**src/rtl/minisrc_ctrl_pkg.sv**
```systemverilog
// minisrc_ctrl_pkg
//   Shared constants for the MiniSRC hardwired control sequencer:
//   instruction field positions, opcodes, ALU operation codes, sequencer
//   state encoding and the decoded-opcode record produced by
//   minisrc_op_decode.
//   Optional feature macro: MINISRC_MULDIV_EN (MUL/DIV support).
package minisrc_ctrl_pkg;

    // Instruction register field positions
    localparam int OP_HI = 31;
    localparam int OP_LO = 27;
    localparam int RA_HI = 26;
    localparam int RA_LO = 23;
    localparam int RB_HI = 22;
    localparam int RB_LO = 19;
    localparam int RC_HI = 18;
    localparam int RC_LO = 15;

    // Opcodes (IR[31:27])
    localparam logic [4:0] OPC_ADD  = 5'd3;
    localparam logic [4:0] OPC_SUB  = 5'd4;
    localparam logic [4:0] OPC_AND  = 5'd5;
    localparam logic [4:0] OPC_OR   = 5'd6;
    localparam logic [4:0] OPC_SHR  = 5'd7;
    localparam logic [4:0] OPC_SHRA = 5'd8;
    localparam logic [4:0] OPC_SHL  = 5'd9;
    localparam logic [4:0] OPC_ROR  = 5'd10;
    localparam logic [4:0] OPC_ROL  = 5'd11;
    localparam logic [4:0] OPC_MUL  = 5'd15;
    localparam logic [4:0] OPC_DIV  = 5'd16;
    localparam logic [4:0] OPC_NEG  = 5'd17;
    localparam logic [4:0] OPC_NOT  = 5'd18;

    // ALU operation select codes
    localparam logic [3:0] ALU_AND  = 4'h0;
    localparam logic [3:0] ALU_OR   = 4'h1;
    localparam logic [3:0] ALU_ADD  = 4'h2;
    localparam logic [3:0] ALU_SUB  = 4'h3;
    localparam logic [3:0] ALU_MUL  = 4'h4;
    localparam logic [3:0] ALU_DIV  = 4'h6;
    localparam logic [3:0] ALU_SHR  = 4'h7;
    localparam logic [3:0] ALU_SHRA = 4'h8;
    localparam logic [3:0] ALU_SHL  = 4'h9;
    localparam logic [3:0] ALU_ROR  = 4'hA;
    localparam logic [3:0] ALU_ROL  = 4'hB;
    localparam logic [3:0] ALU_NEG  = 4'hC;
    localparam logic [3:0] ALU_NOT  = 4'hD;

    // Sequencer state encoding
    localparam logic [3:0] ST_IDLE = 4'd0;
    localparam logic [3:0] ST_GAP  = 4'd1;
    localparam logic [3:0] ST_T0   = 4'd2;
    localparam logic [3:0] ST_T1   = 4'd3;
    localparam logic [3:0] ST_T2   = 4'd4;
    localparam logic [3:0] ST_T3   = 4'd5;
    localparam logic [3:0] ST_T4   = 4'd6;
    localparam logic [3:0] ST_T5   = 4'd7;
    localparam logic [3:0] ST_T6   = 4'd8;
    localparam logic [3:0] ST_ERR  = 4'd9;

    // Decoded opcode classification
    typedef struct packed {
        logic [3:0] alu_op;
        logic       is_two_op;
        logic       is_unary;
        logic       is_muldiv;
        logic       illegal;
    } op_dec_t;

endpackage

```
**src/rtl/minisrc_alu_ctrl_seq_chk.sv**
```systemverilog
// minisrc_alu_ctrl_seq_chk
//   Property checker for the control sequencer: the shared bus never has
//   more than one driver enabled in a cycle.
//   Ports:
//     clk      in  1  sequencer clock
//     rst      in  1  synchronous active-high reset (check disabled)
//     bus_out  in  5  {PCout, Zlowout, Zhighout, MDRout, Rout}
module minisrc_alu_ctrl_seq_chk (
    input logic       clk,
    input logic       rst,
    input logic [4:0] bus_out
);

    a_bus_onehot0: assert property (@(posedge clk) disable iff (rst) $onehot0(bus_out));

endmodule

```
**src/rtl/minisrc_op_decode.sv**
```systemverilog
// minisrc_op_decode
//   Combinational opcode classifier: maps the 5-bit opcode to the ALU
//   operation code and the instruction class (two-operand, unary,
//   multiply/divide, unsupported). Also used by the branch/memory sequencer.
//   Ports:
//     opcode  in   5  IR[31:27]
//     dec     out     decoded record (op_dec_t)
//   Optional feature macro: MINISRC_MULDIV_EN makes MUL and DIV legal.
module minisrc_op_decode
    import minisrc_ctrl_pkg::*;
(
    input  logic [4:0] opcode,
    output op_dec_t    dec
);

    // Opcode lookup; anything not listed is reported as illegal
    always_comb begin
        dec.alu_op    = ALU_AND;
        dec.is_two_op = 1'b0;
        dec.is_unary  = 1'b0;
        dec.is_muldiv = 1'b0;
        dec.illegal   = 1'b0;
        case (opcode)
            OPC_ADD:  begin dec.alu_op = ALU_ADD;  dec.is_two_op = 1'b1; end
            OPC_SUB:  begin dec.alu_op = ALU_SUB;  dec.is_two_op = 1'b1; end
            OPC_AND:  begin dec.alu_op = ALU_AND;  dec.is_two_op = 1'b1; end
            OPC_OR:   begin dec.alu_op = ALU_OR;   dec.is_two_op = 1'b1; end
            OPC_SHR:  begin dec.alu_op = ALU_SHR;  dec.is_two_op = 1'b1; end
            OPC_SHRA: begin dec.alu_op = ALU_SHRA; dec.is_two_op = 1'b1; end
            OPC_SHL:  begin dec.alu_op = ALU_SHL;  dec.is_two_op = 1'b1; end
            OPC_ROR:  begin dec.alu_op = ALU_ROR;  dec.is_two_op = 1'b1; end
            OPC_ROL:  begin dec.alu_op = ALU_ROL;  dec.is_two_op = 1'b1; end
            OPC_NEG:  begin dec.alu_op = ALU_NEG;  dec.is_unary  = 1'b1; end
            OPC_NOT:  begin dec.alu_op = ALU_NOT;  dec.is_unary  = 1'b1; end
`ifdef MINISRC_MULDIV_EN
            OPC_MUL:  begin dec.alu_op = ALU_MUL;  dec.is_muldiv = 1'b1; end
            OPC_DIV:  begin dec.alu_op = ALU_DIV;  dec.is_muldiv = 1'b1; end
`endif
            default:  begin dec.illegal = 1'b1; end
        endcase
    end

endmodule

```
**src/rtl/minisrc_alu_ctrl_seq.sv**
```systemverilog
// minisrc_alu_ctrl_seq
//   Hardwired control sequencer for the MiniSRC datapath: fetch (T0-T2)
//   followed by register-to-register ALU execution (T3-T5, T6 for MUL/DIV).
//   Strobes are decoded combinationally from the state register; T3..T6
//   strobes also depend on the opcode in IR.
//   Ports:
//     Clock, Reset            clock and synchronous active-high reset
//     Run                     level; keep sequencing instructions while high
//     IR                      instruction register contents from DataPath
//     PCout..Rout             bus drive strobes
//     MARin..HIin             register load strobes
//     IncPC, Read             PC increment and memory read
//     Gra, Grb, Grc           register-field select
//     AluOp                   ALU operation select (0 outside T3/T4)
//     InstrDone               pulse in the last step of each instruction
//     Illegal                 high while parked in ERR (cleared only by Reset)
//     RetiredCnt              completed-instruction count, wraps at 16 bits
//   Parameter RUN_IDLE_CYCLES (0..3): idle cycles between instructions.
//   Optional feature macro: MINISRC_MULDIV_EN adds MUL/DIV (T6, LO/HI load).
module minisrc_alu_ctrl_seq
    import minisrc_ctrl_pkg::*;
#(
    parameter int unsigned RUN_IDLE_CYCLES = 32'd0
) (
    input  logic        Clock,
    input  logic        Reset,
    input  logic        Run,
    input  logic [31:0] IR,
    output logic        PCout,
    output logic        Zlowout,
    output logic        Zhighout,
    output logic        MDRout,
    output logic        Rout,
    output logic        MARin,
    output logic        PCin,
    output logic        MDRin,
    output logic        IRin,
    output logic        Yin,
    output logic        Zin,
    output logic        Rin,
    output logic        LOin,
    output logic        HIin,
    output logic        IncPC,
    output logic        Read,
    output logic        Gra,
    output logic        Grb,
    output logic        Grc,
    output logic [3:0]  AluOp,
    output logic        InstrDone,
    output logic        Illegal,
    output logic [15:0] RetiredCnt
);

    // GAP counts down from RUN_IDLE_CYCLES-1 to 0, then moves to T0
    localparam logic [1:0] GAP_LOAD = (RUN_IDLE_CYCLES > 32'd0) ?
                                      2'(RUN_IDLE_CYCLES - 32'd1) : 2'd0;

    logic [3:0]  state_r;
    logic [3:0]  state_nxt_s;
    logic [3:0]  end_nxt_s;
    logic [1:0]  gap_cnt_r;
    logic [15:0] retired_r;
    logic        last_step_s;
    logic        zhighout_s;
    logic        lo_in_s;
    logic        hi_in_s;
    op_dec_t     dec_s;

    // Register fields are consumed by the select/encode logic, not here;
    // the summary illegal flag is for other consumers since this sequencer
    // branches on the positive op classes.
    logic unused_ir_s;
    logic unused_dec_s;
    assign unused_ir_s = ^IR[RA_HI:0];
`ifdef MINISRC_MULDIV_EN
    assign unused_dec_s = dec_s.illegal;
`else
    assign unused_dec_s = dec_s.illegal ^ dec_s.is_muldiv;
`endif

    minisrc_op_decode u_op_decode (
        .opcode (IR[OP_HI:OP_LO]),
        .dec    (dec_s)
    );

    // Where to go after the final step of an instruction
    assign end_nxt_s = (Run == 1'b0) ? ST_IDLE :
                       ((RUN_IDLE_CYCLES == 32'd0) ? ST_T0 : ST_GAP);

    // Next-state and strobe decode from the state register (and IR in T3+)
    always_comb begin
        state_nxt_s = state_r;
        last_step_s = 1'b0;
        PCout = 1'b0;  Zlowout = 1'b0;  MDRout = 1'b0;  Rout = 1'b0;
        MARin = 1'b0;  PCin    = 1'b0;  MDRin  = 1'b0;  IRin = 1'b0;
        Yin   = 1'b0;  Zin     = 1'b0;  Rin    = 1'b0;
        IncPC = 1'b0;  Read    = 1'b0;
        Gra   = 1'b0;  Grb     = 1'b0;  Grc    = 1'b0;
        AluOp = ALU_AND;
        InstrDone  = 1'b0;
        Illegal    = 1'b0;
        zhighout_s = 1'b0;
        lo_in_s    = 1'b0;
        hi_in_s    = 1'b0;
        case (state_r)
            ST_IDLE: begin
                if (Run) state_nxt_s = ST_T0;
                else     state_nxt_s = ST_IDLE;
            end
            ST_GAP: begin
                if (gap_cnt_r == 2'd0) state_nxt_s = ST_T0;
                else                   state_nxt_s = ST_GAP;
            end
            ST_T0: begin
                PCout = 1'b1; MARin = 1'b1; IncPC = 1'b1; Zin = 1'b1;
                state_nxt_s = ST_T1;
            end
            ST_T1: begin
                Zlowout = 1'b1; PCin = 1'b1; Read = 1'b1; MDRin = 1'b1;
                state_nxt_s = ST_T2;
            end
            ST_T2: begin
                MDRout = 1'b1; IRin = 1'b1;
                state_nxt_s = ST_T3;
            end
            ST_T3: begin
                if (dec_s.is_two_op) begin
                    Grb = 1'b1; Rout = 1'b1; Yin = 1'b1;
                    state_nxt_s = ST_T4;
                end else if (dec_s.is_unary) begin
                    // single-operand ops issue to the ALU right away and skip T4
                    Grb = 1'b1; Rout = 1'b1; Zin = 1'b1; AluOp = dec_s.alu_op;
                    state_nxt_s = ST_T5;
`ifdef MINISRC_MULDIV_EN
                end else if (dec_s.is_muldiv) begin
                    Gra = 1'b1; Rout = 1'b1; Yin = 1'b1;
                    state_nxt_s = ST_T4;
`endif
                end else begin
                    state_nxt_s = ST_ERR;
                end
            end
            ST_T4: begin
                Rout = 1'b1; Zin = 1'b1; AluOp = dec_s.alu_op;
`ifdef MINISRC_MULDIV_EN
                if (dec_s.is_muldiv) Grb = 1'b1;
                else                 Grc = 1'b1;
`else
                Grc = 1'b1;
`endif
                state_nxt_s = ST_T5;
            end
            ST_T5: begin
                Zlowout = 1'b1;
`ifdef MINISRC_MULDIV_EN
                if (dec_s.is_muldiv) begin
                    lo_in_s = 1'b1;
                    state_nxt_s = ST_T6;
                end else begin
                    Gra = 1'b1; Rin = 1'b1; InstrDone = 1'b1;
                    last_step_s = 1'b1;
                    state_nxt_s = end_nxt_s;
                end
`else
                Gra = 1'b1; Rin = 1'b1; InstrDone = 1'b1;
                last_step_s = 1'b1;
                state_nxt_s = end_nxt_s;
`endif
            end
`ifdef MINISRC_MULDIV_EN
            ST_T6: begin
                zhighout_s = 1'b1; hi_in_s = 1'b1; InstrDone = 1'b1;
                last_step_s = 1'b1;
                state_nxt_s = end_nxt_s;
            end
`endif
            ST_ERR: begin
                Illegal = 1'b1;
                state_nxt_s = ST_ERR;
            end
            default: begin
                state_nxt_s = ST_IDLE;
            end
        endcase
    end

    assign Zhighout   = zhighout_s;
    assign LOin       = lo_in_s;
    assign HIin       = hi_in_s;
    assign RetiredCnt = retired_r;

    // State, inter-instruction gap counter and retired-instruction counter
    always_ff @(posedge Clock) begin
        if (Reset) begin
            state_r   <= ST_IDLE;
            gap_cnt_r <= 2'd0;
            retired_r <= 16'd0;
        end else begin
            state_r <= state_nxt_s;
            if (last_step_s) begin
                retired_r <= retired_r + 16'd1;
                gap_cnt_r <= GAP_LOAD;
            end else if ((state_r == ST_GAP) && (gap_cnt_r != 2'd0)) begin
                retired_r <= retired_r;
                gap_cnt_r <= gap_cnt_r - 2'd1;
            end else begin
                retired_r <= retired_r;
                gap_cnt_r <= gap_cnt_r;
            end
        end
    end

    minisrc_alu_ctrl_seq_chk u_chk (
        .clk     (Clock),
        .rst     (Reset),
        .bus_out ({PCout, Zlowout, Zhighout, MDRout, Rout})
    );

endmodule

```
**config.mk**
```make
export PLATFORM = sky130hd
export DESIGN_NAME = minisrc_alu_ctrl_seq
export DESIGN_NICKNAME = d
export VERILOG_FILES = /design/src/rtl/minisrc_ctrl_pkg.sv /design/src/rtl/minisrc_alu_ctrl_seq_chk.sv /design/src/rtl/minisrc_op_decode.sv /design/src/rtl/minisrc_alu_ctrl_seq.sv
export SDC_FILE = /design/constraint.sdc
export NUM_CORES = 1
export LEC_CHECK = 0
export CAP_MARGIN = 0
export CORE_ASPECT_RATIO = 1.2
export CORE_UTILIZATION = 41
export CTS_BUF_LIST = sky130_fd_sc_hd__clkbuf_2
export CTS_CLUSTER_SIZE = 28
export DETAILED_ROUTE_END_ITERATION = 10
export HOLD_SLACK_MARGIN = 0.15
export PLACE_DENSITY_LB_ADDON = 0.15
export RECOVER_POWER = 25
export SETUP_SLACK_MARGIN = 0.02
export SLEW_MARGIN = 20
export SYNTH_ARGS = -nofsm -noshare
export SYNTH_HDL_FRONTEND = slang
export SYNTH_SLANG_ARGS = --single-unit
```
**constraint.sdc**
```tcl
create_clock -name Clock -period 3.7 [get_ports Clock]
set_clock_uncertainty 0.1 [all_clocks]
set_input_delay 1.11 -clock Clock [delete_from_list [all_inputs] [get_ports Clock]]
set_output_delay 1.11 -clock Clock [all_outputs]
set_load 0.05 [all_outputs]
```
==> results of run 1 <==
-- power by group through the flow --
stage | Clock, uW | Sequential (uW) | Combinational (uW)
2_1_floorplan | 0 | 254 | 183
3_3_place_gp | 0 | 268 | 234
3_5_place_dp | 0 | 269 | 238
4_1_cts | 98.5 | 264 | 248
5_1_grt | 107 | 266 | 258
6_report | 96.4 | 265 | 246
-- cell usage in the layout, fill, tap and decap left out, types with 2 or more instances in the layout --
cell             count
buf_2                4
nand4bb_1            2
a21oi_2              3
xnor2_1              5
nor3_1              10
nor2b_1              2
xor2_1               4
a21oi_1             11
nand2_1              8
buf_12               7
o21ai_0              5
nand3_1              5
inv_1                8
buf_4               15
clkbuf_2             4
ha_1                 2
nor4b_1              2
nor2_2               2
buf_6                2
conb_1               3
a211o_1              2
nand4_1              6
clkdlybuf4s50_1     28
nand3b_1             4
dlymetal6s2s_1       2
dfxtp_1             21
nor2_1              14
and4_1               3
o31ai_1              3
a211oi_1             2
or3_1                6
nand2b_1             7
-- state kept, by name, summed over array words and instances, names as in the netlist --
signal and count:
gap_cnt_r 2, state_r 4, RetiredCnt 16
-- routing by layer --
metal	share of wire (%)	global-route usage, %
met1	41	22.9
met5	0	0
met2	54	38.2
met3	4.7	1.51
met4	0.26	6.71
-- metrics by stage --
stage | util (%) | setup TNS (ns) | total power, uW
final | 63.9 | 0 | 607
after global placement | 62.0 | -2.03 | 502
after global routing | 63.9 | 0 | 630
after CTS | 63.8 | 0 | 610
after floorplan | - | -0.142 | 437
after detailed placement | 62.0 | -2.12 | 507
-- timing repair --
action	CTS	global route
endpoints found under the setup margin	8	11
resized for setup	27	10
buffers inserted	1	0
pin swaps	6	2
-- Yosys cell counts, types with 2 or more instances --
master / instances / area share (%)
dfxtp_1: 22 / 29
nor2_1: 16 / 4.0
a21oi_1: 14 / 4.7
buf_4: 11 / 5.5
nor3_1: 11 / 3.7
nand2_1: 9 / 2.3
inv_1: 8 / 2.0
nand2b_1: 8 / 3.3
o21ai_0: 7 / 2.3
nand4_1: 6 / 2.5
or3_1: 6 / 2.5
xnor2_1: 6 / 3.5
buf_2: 5 / 1.7
clkbuf_1: 5 / 1.3
nand3_1: 5 / 1.7
nand3b_1: 4 / 2.0
xor2_1: 4 / 2.3
and4_1: 3 / 1.8
o31ai_1: 3 / 1.5
a211o_1: 2 / 1.2
a211oi_1: 2 / 1.0
ha_1: 2 / 1.7
nand4bb_1: 2 / 1.5
nor2b_1: 2 / 0.84
nor4b_1: 2 / 1.2
-- layout make-up --
type                       count  area, sq um
multi-input combinational    139          995
clock inverter                 1         3.75
fill                         301         1240
timing repair buffer          63          653
clock buffer                   3         15.0
inverter                       9         33.8
sequential                    22          442
tap                           37         46.3
-- worst paths after layout --
kind | slack, ns | start | to | depth (start not counted)
worst max-delay path | 0.08 | IR[30] | AluOp[1] | 7
worst min-delay path | 0.42 | RetiredCnt[1]$_SDFFE_PP0P_ | RetiredCnt[1]$_SDFFE_PP0P_ | 2
worst max register to register | 1.78 | state_r[1]$_SDFF_PP0_ | RetiredCnt[14]$_SDFFE_PP0P_ | 5
worst min register to register | 0.42 | RetiredCnt[1]$_SDFFE_PP0P_ | RetiredCnt[1]$_SDFFE_PP0P_ | 2
-- worst max-delay path: cells and delay by family --
kind	cells	cell delay [ns]
AO/OA/AOI/OAI	1	0.37
AND/OR/NAND/NOR	3	0.49
buffers and inverters	3	0.44
-- cell families (layout without fill, tap and decap cells) --
group	Yosys count	after routing	synth area share, %
flip-flops	22	22	29.4
AO/OA/AOI/OAI	40	40	17.8
buffers and inverters	31	76	11.4
multiplexers	1	1	0.668
XOR/XNOR	10	10	5.85
AND/OR/NAND/NOR	83	83	32.9
adder cells (fa/ha/maj)	2	2	1.67
other	1	3	0.250
==> results.md, run 1 <==
* Status: complete, but fails checks
* Failing checks: design-rule violations
* # IOs at 76
* Worst min path class: reg -> reg
* CP required at 2.49 ns
* Final WL at 3.80 mm
* Crit-path slowest cell: o41ai_4
* # nets final at 275
* Area added between synthesis and finish at 46.1%
* Die Ht at 68.2 um
* Initial Util at 43.7%
* Pleak at 0.000806 uW
* Seq pwr share at 43.6%
* Total clock sinks at 22
* Final setup viols at 0
* #FFs+latches synth at 22
* Crit start category: input pin
* Root buf cell: clkbuf_2
* Via density per instance at 5.67
* Hpwl dp at 2.82 mm
* CTS tree: yes
* Hold buffer count at cts at 0
* CP Class: in -> out
* I/O Buffers at 45
* Post-Syn Area at 0.00150 sq mm
* Clk Latency, worst-skew pair at 0.33 ns
* First-pass GRT wire length at 6.17 mm
* Tmin final at 3.62 ns
* GRT Resource Usage Total at 19.7%
* Max transition margin at 59.5%
* Vias in the first global route at 1423
* Initial antenna violation count at 0
* Critical Path End Type: primary output
* Switch share at 40.2%
* Post-route ant nets at 0
* Worst-path cell chain: buf_2 -> nand2b_4 -> o41ai_4 -> nand2_2 -> buf_6 -> nor3_4 -> buf_12
* Hold slack final at 0.418 ns
* DIE WIDTH at 57.2 um
* Drt first-iter violations at 70
* Power Dens Cells at 277 mW/mm^2
* GPL Wtd Cong at 0.790
* Design area at 0.00219 sq mm
* RSZ-0062 raised after global routing: false
* Non-filler cells, final at 274
* Gate Count Post-Synth at 190
* Register area share after synthesis at 29.4%
* Switching pwr at 244 uW
* Synth unique cells at 50
* Die ar. at 0.00390 sq mm
* Gr ovfl total at 0
* Final Hold Viols at 0
* Placed cell areas at 0.00212 sq mm
* Synthesis warning total at 0
* Fin crit share at 97.9%
* Antenna fix cells at 0
* Layout cells sized above 1 at 22.4%
* DR DRC count at 6
* DRT Pass-1 Iters at 7
* Final setup margin at 0.0793 ns
* DR WL/cell at 13.9 um
* Worst slew pin tran at 0.607 ns
* Vias at 1554
* Max Fclk at 0.276 GHz
* Clock H-tree levels at 1
* P_int at 363 uW
* Mean Syn Cell Area at 7.88 sq um
* Worst VDD drop at 198 uV
* MaxCap Viol Count at 0
* Part of the power in the clock network at 15.9%
* Row count at 23
* Slew Limit Fails at 0
* CP arrival at 2.41 ns
* Pre-CTS WS at -0.360 ns
* Largest net degree at the start of global routing at 16
* Clock-pin slew on the worst setup and hold paths at 0.19 ns
* Top_reg_cell synth: dfxtp_1
* Crit-path max cell delay at 0.37 ns
* Core Area at 0.00342 sq mm
* Worst-path fanout max at 4
* Post-synth EDFFs at 0
* Cts bufs inserted at 3
* Ys async rst share at 0%
* Combinational share of power at 40.5%
* CTS max path bufs at 2
* Placed cells at 269
(Power assumes the default switching activity.)
==> run 2: changes to the inputs <==
- GPL_TIMING_DRIVEN: not set -> 1
==> results of run 2 <==
Same layout as run 1: the final DEF is identical, and so are final timing and power.
==> run 3: changes to the inputs <==
- PLACE_DENSITY_LB_ADDON: 0.15 -> 0.05
==> run 3 against run 2 <==
The run still ends with design-rule violations left. Maximum frequency is 0.26% lower. First-iteration DRC count grew 10%. Hold slack got worse by 0.0031 ns. Critical path depth unchanged. Critical path type unchanged.
==> results.md, run 3 (synthesis results as in run 1) <==
* DR DRC count at 6 (unchanged)
* Cts bufs inserted at 3 (unchanged)
* CTS max path bufs at 2 (unchanged)
* CP Class: in -> out
* GRT Resource Usage Total at 21.2% (+1.5 points)
* Hpwl dp at 2.90 mm (+3.0%)
* Final WL at 3.84 mm (+1.0%)
* Worst VDD drop at 234 uV (+18%)
* Switch share at 39.8% (-0.37 points)
* Die Ht at 68.2 um (unchanged)
* Antenna fix cells at 0 (unchanged)
* Commonest non-fill, non-tap cell in the layout: clkdlybuf4s50_1
* Power Dens Cells at 275 mW/mm^2 (-0.76%)
* CTS tree: yes
* Vias in the first global route at 1493 (+4.9%)
* Total clock sinks at 22 (unchanged)
* Largest net degree at the start of global routing at 25 (+9)
* Filler cells at 304 (+1.0%)
* Bufs and invs on worst path at 3 (unchanged)
* Max Fclk at 0.275 GHz (-0.26%)
* Status: complete, but fails checks
* Final core occ at 64.9% (+0.99 points)
* Worst-path fanout max at 5 (+1)
* Clk Latency, worst-skew pair at 0.33 ns (about the same)
* Initial antenna violation count at 0 (unchanged)
* Fin crit share at 98.1% (+0.25 points)
* Clock-pin slew on the worst setup and hold paths at 0.19 ns (about the same)
* # IOs at 76 (unchanged)
* Via density per instance at 5.64 (-0.47%)
* DR WL/cell at 13.9 um (+0.29%)
* Layout cells sized above 1 at 22.6% (+0.23 points)
* Core Area at 0.00342 sq mm (unchanged)
* Die ar. at 0.00390 sq mm (unchanged)
* Initial Util at 43.7% (unchanged)
* Worst min path class: reg -> reg
* CP required at 2.49 ns (about the same)
* Area added between synthesis and finish at 48.4%
* Power Total at 612 uW (+0.77%)
* Post-route ant nets at 0 (unchanged)
* Vias at 1558 (+0.26%)
* Hold buffer count at cts at 0 (unchanged)
* Switching pwr at 243 uW (-0.15%)
* Slew Limit Fails at 0 (unchanged)
* Final Hold Viols at 0 (unchanged)
* Crit-path slowest cell: o41ai_4
* Gr ovfl total at 0 (unchanged)
* CP arrival at 2.42 ns (about the same)
* GPL Wtd Cong at 0.850 (+7.6%)
* MaxCap Viol Count at 0 (unchanged)
* Crit start category: input pin
* Clock H-tree levels at 1 (unchanged)
* Drt first-iter violations at 77 (+10%)
* Max FFs per register at 16 (unchanged)
* First-pass GRT wire length at 6.53 mm (+5.9%)
* Failing checks: design-rule violations
* Final setup viols at 0 (unchanged)
* Worst-path cell chain: buf_4 -> nand2b_4 -> o41ai_4 -> nand2_2 -> buf_6 -> nor3_4 -> buf_12
* Cell family with most CP delay: simple AND/OR/NAND/NOR gates
* Root buf cell: clkbuf_2
* DIE WIDTH at 57.2 um (unchanged)
* Pleak at 0.000833 uW (+3.3%)
* Combinational share of power at 41.1% (+0.6 points)
* Max transition margin at 33.5% (-26 points)
* Worst slew pin tran at 0.997 ns (+0.390 ns)
* RSZ-0062 raised after global routing: true
* # nets final at 277 (+0.73%)
* Tmin final at 3.63 ns (+0.00930 ns)
* Most frequent cells in the layout: clkdlybuf4s50_1, dfxtp_1, buf_4
* P_int at 368 uW (+1.4%)
* Row count at 23 (unchanged)
* DRT Pass-1 Iters at 8 (+1)
* Part of the power in the clock network at 15.6% (-0.3 points)
* I/O Buffers at 45 (unchanged)
* Seq pwr share at 43.3% (-0.3 points)
* Crit-path max cell delay at 0.37 ns (about the same)
* Critical Path End Type: primary output
-- run 3: stage by stage --
| stage | setup slack (ns) | instances | instance area, sq um | TNS (ns) | hold WS (ns) |
|---|---|---|---|---|---|
| floorplan | -0.142 | 192 | 1570 | -0.142 | 0.376 |
| global placement | -0.353 | 270 | 2130 | -2.00 | 0.380 |
| detailed placement | -0.393 | 270 | 2130 | -2.15 | 0.391 |
| CTS | 0.0213 | 276 | 2200 | 0 | 0.416 |
| global route | -0.00687 | 276 | 2220 | -0.00687 | 0.457 |
| finish | 0.0700 | 276 | 2220 | 0 | 0.415 |
-- run 3: final timing paths --
path	start	end	slack, ns	depth (start not counted)
max reg2reg	state_r[1]$_SDFF_PP0_	RetiredCnt[14]$_SDFFE_PP0P_	1.73	5
min	RetiredCnt[14]$_SDFFE_PP0P_	RetiredCnt[14]$_SDFFE_PP0P_	0.42	2
min reg2reg	RetiredCnt[14]$_SDFFE_PP0P_	RetiredCnt[14]$_SDFFE_PP0P_	0.42	2
max	IR[30]	AluOp[1]	0.07	7
-- run 3: what timing repair did --
action,CTS,global route
endpoints found under the setup margin,8,14
buffers inserted,2,0
pin swaps,9,5
resized for setup,24,15
-- run 3: cell type report --
| cell class | count | area (sq um) | area share [%] |
|---|---|---|---|
| clock inverters | 1 | 3.75 | 0.169 |
| flip-flops and latches | 22 | 442 | 19.9 |
| multi-input cells | 139 | 990 | 44.5 |
| inverters | 9 | 33.8 | 1.52 |
| repair buffers | 65 | 692 | 31.1 |
| well taps | 37 | 46.3 | 2.08 |
| clock buffers | 3 | 15.0 | 0.676 |
-- run 3: metal layers --
metal,global-route usage (%),up-vias,share of wire (%)
met5,0,-,0
met1,23.8,742,40
met2,42.2,44,54
li1,-,767,-
met4,7.32,0,1.3
met3,1.51,5,4.4
-- run 3: worst min-delay path, delay by kind of cell, from the launching register on --
family / cells / cell delay [ns]
flip-flops: 1 / 0.37
AO/OA/AOI/OAI: 2 / 0.12
-- run 3: power by group through the flow --
stage	Clock [uW]	Combinational, uW	Sequential [uW]
floorplan	0	183	254
global placement	0	233	268
detailed placement	0	237	269
CTS	98.6	249	264
global route	107	266	267
finish	95.5	251	265
